===== src/rtl/mem_arbiter.sv =====
// mem_arbiter: round-robin sharing of the single memory bus between instruction fetch
// and load/store, with a valid/ack handshake and a wait-state watchdog.
module mem_arbiter #(
  parameter int ADDR_WIDTH = 32,
  parameter int DATA_WIDTH = 32,
  parameter int TIMEOUT    = 16
) (
  input  logic                    mem_arbiter_clock_in,
  input  logic                    mem_arbiter_reset_in,
  input  logic                    if_req_in,
  input  logic [ADDR_WIDTH-1:0]   if_addr_in,
  output logic                    if_gnt_out,
  output logic                    if_done_out,
  output logic [DATA_WIDTH-1:0]   if_rdata_out,
  input  logic                    ls_req_in,
  input  logic                    ls_we_in,
  input  logic [ADDR_WIDTH-1:0]   ls_addr_in,
  input  logic [DATA_WIDTH-1:0]   ls_wdata_in,
  input  logic [DATA_WIDTH/8-1:0] ls_be_in,
  output logic                    ls_gnt_out,
  output logic                    ls_done_out,
  output logic [DATA_WIDTH-1:0]   ls_rdata_out,
  output logic                    err_out,
  output logic                    bus_req_out,
  output logic                    bus_we_out,
  output logic [ADDR_WIDTH-1:0]   bus_addr_out,
  output logic [DATA_WIDTH-1:0]   bus_wdata_out,
  output logic [DATA_WIDTH/8-1:0] bus_be_out,
  input  logic                    bus_ack_in,
  input  logic [DATA_WIDTH-1:0]   bus_rdata_in
);

  localparam int BE_WIDTH  = DATA_WIDTH / 8;
  localparam int CNT_WIDTH = (TIMEOUT > 0) ? $clog2(TIMEOUT + 1) : 1;
  localparam logic [CNT_WIDTH-1:0] CNT_ONE   = CNT_WIDTH'(1'b1);
  localparam logic [CNT_WIDTH-1:0] CNT_LIMIT = CNT_WIDTH'(TIMEOUT);
  localparam logic TIMEOUT_EN = (TIMEOUT > 0);

  typedef enum logic [1:0] {
    ST_IDLE    = 2'd0,
    ST_BUSY_IF = 2'd1,
    ST_BUSY_LS = 2'd2
  } state_t;

  state_t                state_r, state_s;
  logic                  last_ls_r, last_ls_s;
  logic [CNT_WIDTH-1:0]  wait_cnt_r, wait_cnt_s, wait_cnt_inc_s;
  logic                  grant_ls_s, busy_ls_s;
  logic                  if_gnt_r, if_gnt_s, ls_gnt_r, ls_gnt_s;
  logic                  if_done_r, if_done_s, ls_done_r, ls_done_s;
  logic                  err_r, err_s;
  logic                  bus_req_r, bus_req_s, bus_we_r, bus_we_s;
  logic [ADDR_WIDTH-1:0] bus_addr_r, bus_addr_s;
  logic [DATA_WIDTH-1:0] bus_wdata_r, bus_wdata_s;
  logic [BE_WIDTH-1:0]   bus_be_r, bus_be_s;
  logic [DATA_WIDTH-1:0] if_rdata_r, if_rdata_s, ls_rdata_r, ls_rdata_s;

  // Next-state and next-output logic for the arbitration/transaction FSM.
  always_comb begin
    state_s        = state_r;
    last_ls_s      = last_ls_r;
    wait_cnt_s     = wait_cnt_r;
    wait_cnt_inc_s = wait_cnt_r + CNT_ONE;
    // LS wins when it is alone, or on a tie when IF was served last.
    grant_ls_s     = ls_req_in & (~if_req_in | ~last_ls_r);
    busy_ls_s      = (state_r == ST_BUSY_LS);
    if_gnt_s       = 1'b0;
    ls_gnt_s       = 1'b0;
    if_done_s      = 1'b0;
    ls_done_s      = 1'b0;
    err_s          = 1'b0;
    bus_req_s      = bus_req_r;
    bus_we_s       = bus_we_r;
    bus_addr_s     = bus_addr_r;
    bus_wdata_s    = bus_wdata_r;
    bus_be_s       = bus_be_r;
    if_rdata_s     = if_rdata_r;
    ls_rdata_s     = ls_rdata_r;
    case (state_r)
      ST_IDLE: begin
        bus_req_s = 1'b0;
        if (if_req_in | ls_req_in) begin
          bus_req_s  = 1'b1;
          wait_cnt_s = {CNT_WIDTH{1'b0}};
          last_ls_s  = grant_ls_s;
          if (grant_ls_s) begin
            state_s     = ST_BUSY_LS;
            ls_gnt_s    = 1'b1;
            bus_we_s    = ls_we_in;
            bus_addr_s  = ls_addr_in;
            bus_wdata_s = ls_wdata_in;
            bus_be_s    = ls_be_in;
          end else begin
            state_s     = ST_BUSY_IF;
            if_gnt_s    = 1'b1;
            bus_we_s    = 1'b0;
            bus_addr_s  = if_addr_in;
            bus_wdata_s = {DATA_WIDTH{1'b0}};
            bus_be_s    = {BE_WIDTH{1'b1}};
          end
        end else begin
          wait_cnt_s = wait_cnt_r;
        end
      end
      ST_BUSY_IF, ST_BUSY_LS: begin
        if (bus_ack_in) begin
          state_s   = ST_IDLE;
          bus_req_s = 1'b0;
          if (busy_ls_s) begin
            ls_done_s = 1'b1;
            if (!bus_we_r) begin
              ls_rdata_s = bus_rdata_in;
            end else begin
              ls_rdata_s = ls_rdata_r;
            end
          end else begin
            if_done_s  = 1'b1;
            if_rdata_s = bus_rdata_in;
          end
        end else if (TIMEOUT_EN && (wait_cnt_inc_s == CNT_LIMIT)) begin
          // Watchdog abort: finish with an error, read data registers untouched.
          state_s    = ST_IDLE;
          bus_req_s  = 1'b0;
          err_s      = 1'b1;
          wait_cnt_s = wait_cnt_inc_s;
          if_done_s  = ~busy_ls_s;
          ls_done_s  = busy_ls_s;
        end else begin
          wait_cnt_s = wait_cnt_inc_s;
        end
      end
      default: begin
        state_s   = ST_IDLE;
        bus_req_s = 1'b0;
      end
    endcase
  end

  // State and registered-output update.
  always_ff @(posedge mem_arbiter_clock_in or negedge mem_arbiter_reset_in) begin
    if (!mem_arbiter_reset_in) begin
      state_r     <= ST_IDLE;
      last_ls_r   <= 1'b1;
      wait_cnt_r  <= {CNT_WIDTH{1'b0}};
      if_gnt_r    <= 1'b0;
      ls_gnt_r    <= 1'b0;
      if_done_r   <= 1'b0;
      ls_done_r   <= 1'b0;
      err_r       <= 1'b0;
      bus_req_r   <= 1'b0;
      bus_we_r    <= 1'b0;
      bus_addr_r  <= {ADDR_WIDTH{1'b0}};
      bus_wdata_r <= {DATA_WIDTH{1'b0}};
      bus_be_r    <= {BE_WIDTH{1'b0}};
      if_rdata_r  <= {DATA_WIDTH{1'b0}};
      ls_rdata_r  <= {DATA_WIDTH{1'b0}};
    end else begin
      state_r     <= state_s;
      last_ls_r   <= last_ls_s;
      wait_cnt_r  <= wait_cnt_s;
      if_gnt_r    <= if_gnt_s;
      ls_gnt_r    <= ls_gnt_s;
      if_done_r   <= if_done_s;
      ls_done_r   <= ls_done_s;
      err_r       <= err_s;
      bus_req_r   <= bus_req_s;
      bus_we_r    <= bus_we_s;
      bus_addr_r  <= bus_addr_s;
      bus_wdata_r <= bus_wdata_s;
      bus_be_r    <= bus_be_s;
      if_rdata_r  <= if_rdata_s;
      ls_rdata_r  <= ls_rdata_s;
    end
  end

  assign if_gnt_out    = if_gnt_r;
  assign ls_gnt_out    = ls_gnt_r;
  assign if_done_out   = if_done_r;
  assign ls_done_out   = ls_done_r;
  assign err_out       = err_r;
  assign bus_req_out   = bus_req_r;
  assign bus_we_out    = bus_we_r;
  assign bus_addr_out  = bus_addr_r;
  assign bus_wdata_out = bus_wdata_r;
  assign bus_be_out    = bus_be_r;
  assign if_rdata_out  = if_rdata_r;
  assign ls_rdata_out  = ls_rdata_r;

endmodule


===== config.mk =====
export PLATFORM = sky130hd
export DESIGN_NAME = mem_arbiter
export DESIGN_NICKNAME = d
export VERILOG_FILES = /design/src/rtl/mem_arbiter.sv
export SDC_FILE = /design/constraint.sdc
export NUM_CORES = 1
export LEC_CHECK = 0
export CORE_ASPECT_RATIO = 0.9
export CORE_UTILIZATION = 44
export CTS_CLUSTER_DIAMETER = 60
export CTS_CLUSTER_SIZE = 24
export DETAILED_ROUTE_END_ITERATION = 10
export PLACE_DENSITY = 0.86
export SLEW_MARGIN = 0
export SYNTH_ARGS = -nofsm -noshare
export SYNTH_HDL_FRONTEND = slang
export SYNTH_SLANG_ARGS = --single-unit
export TNS_END_PERCENT = 20

===== constraint.sdc =====
create_clock -name mem_arbiter_clock_in -period 4.1 [get_ports mem_arbiter_clock_in]
set_input_delay 0.82 -clock mem_arbiter_clock_in [delete_from_list [all_inputs] [get_ports mem_arbiter_clock_in]]
set_output_delay 0.82 -clock mem_arbiter_clock_in [all_outputs]
set_load 0.01 [all_outputs]

==> results.tsv <==
metric	value	unit
status	completed	
fp.dieH	110	um
ys.flop_type	dfrtp_1	
finClkSkew	7.70	ps
fillers	788	
drt_iter0_markers	299	
slew_viol_final	0	
crit_slowest_cell	inv_2	
max-vdd-ir-drop	0.416	mV
reg2reg_depth	6	
cts.path.max_buffers	2	
antenna-diode-count	0	
overflow	0	
antenna_found_initial	0	
cp_max_fo	66	
area_growth	60.9	%
path_depth	5	
yosys_warnings	0	
io_buffers	276	
cts_hold_buffers	0	
rsz0062_at_grt	false	
placedCellCount	812	
cts_tree	done	
synth_top_area_share	64.6	%
dpl.hpwl	11700	um
regArea	3680	sq um
drive_gt1_share	15.0	%
yosysTopAreaCell	dfrtp_1	
arrival	2980	ps
cp_cell_sequence	clkdlybuf4s50_1 > nand3_2 > inv_2 > a222oi_1 > inv_1	
yosysSeqAreaShare	65.0	%
wl_per_cell	19.9	um
grt_pass1_wl	25000	um
drv_cap	0	
initial_utilization	45.9	%
multi_input_area	1720	sq um
ioPinCount	277	
htree_levels	4	
die_area	13300	sq um
startpoint_type	primary input	
synth.net_count	539	
worst_hold_path_type	primary input to asynchronous set/reset pin	
fp.dieW	122	um
setup_viol	0	
powerDensity	778	nW/um^2
grtUsageTotal	25.1	%
place_area	8550	sq um
fin_hold_ws	400	ps
grt_start_max_net_pins	81	
yosysMostFrequentCell	dfrtp_1	
drc	0	
cts_buffers	17	
p_leak	0.00400	uW
clkTransAtPathRegs	60	ps
hold_viol	0	
ctsResizeCount	0	
grt_pass1_vias	4803	
synth_area_per_cell	14.3	sq um
fmax	0.378	GHz
synth_common_cells	146 x dfrtp_1, 64 x mux2_2, 35 x inv_1	
synth_seq_cells	147	
max_stage_delay	850	ps
root_buffer	clkbuf_16	
synth-edff-count	0	
path_delay_family	buffers and inverters	
via_per_inst	5.40	
cp-startpoint	ls_req_in	
finalWirelength	16700	um
fin_crit	2640	ps
timing.rr.start	state_r[1]	
period_share	64.5	%
syn-cell-area	5660	sq um
fin_area	9110	sq um
synth_cell_type_count	33	
layout.nets	814	
synthTopCellsByArea	dfrtp_1 65%, mux2_2 13%, a222oi_1 5.7%	
async_flop_share	100	%
gp_congestion	0.791	
layout.cells.non_filler	841	
cp-end-kind	flop	
clock-sinks	147	
netlist_instances	396	
cp.required	4440	ps
worst_slew_pin_slew	1120	ps
core_area	12300	sq um
critPathKind	primary input to flop	
insertion_delay	410	ps
dr.pass1.iters	8	
vias	4538	
path_buf_inv	3	
finalPower	7080	uW
post_cts_buffers	0	
max_slew_margin	25.0	%
rows	38	
final_antenna_net_count	0	
setup_tns	0	ps
[stage by stage]
step	utilization, %	setup slack (ps)
after floorplan	-	2340
after global placement	69.4	1230
after detailed placement	69.4	1050
after CTS	73.9	1470
after global routing	73.9	1310
final	73.9	1460
[cells in the final DEF (no fill, tap or decap), drive strengths merged, types with 2 or more instances in the layout]
master / n
a21oi: 2
a222oi: 32
a22o: 33
and3: 2
buf: 6
bufinv: 2
clkbuf: 20
clkdlybuf4s50: 275
clkinv: 2
clkinvlp: 4
dfrtp: 146
ha: 5
inv: 37
mux2: 64
nand2: 12
nand2b: 4
nand3: 4
nand3b: 2
nor2: 3
o21ai: 9
o22a: 4
xor2: 2
[worst paths after layout]
path                                            end  slack (ps)
max                                bus_addr_out[16]        1460
min reg2reg                               last_ls_r         470
max reg2reg                        bus_addr_out[16]        1670
min                                bus_addr_out[16]         400
min in group mem_arbiter_clock_in         last_ls_r         470
max in group asynchronous          if_rdata_out[20]        2840
[logic make-up after synthesis]
kind of cell,Yosys count,share of synthesized area [%]
adders and majority gates,5,1.11
and+or+nand+nor,31,2.87
AOI/OAI and AO/OA,85,13.0
xor gates and xnor gates,3,0.464
DFF,147,65.0
muxes,64,12.7
buffers and inverters,61,4.73
[sequential cells by signal (all words and copies together), names as in the netlist, 2 cells and up]
signal	count
bus_be_out	4
state_r	2
bus_wdata_out	32
ls_rdata_out	32
wait_cnt_r	5
bus_addr_out	32
if_rdata_out	32
[where the power goes]
part | total [uW] | switching, uW | internal [uW]
sequential | 2490 | 375 | 2120
combinational | 3120 | 1310 | 1810
clock | 1470 | 574 | 900
[metal layers]
| layer | part of all wire (%) | vias up | GRT usage [%] |
|---|---|---|---|
| met5 | 0 | - | 0 |
| met4 | 2.9 | 0 | 10.2 |
| met3 | 9.6 | 31 | 9.75 |
| met2 | 50 | 252 | 43.2 |
| met1 | 37 | 2252 | 28.0 |
| li1 | - | 2003 | - |
[cell type report]
type | count | share of cell area (%)
Sequential cell | 147 | 40.4
Timing Repair Buffer | 281 | 30.9
Multi-Input combinational cell | 188 | 18.9
Clock buffer | 20 | 4.91
Tap cell | 160 | 2.20
Inverter | 36 | 1.48
Clock inverter | 9 | 1.20
Note: power is estimated with default switching activity, not from simulation.
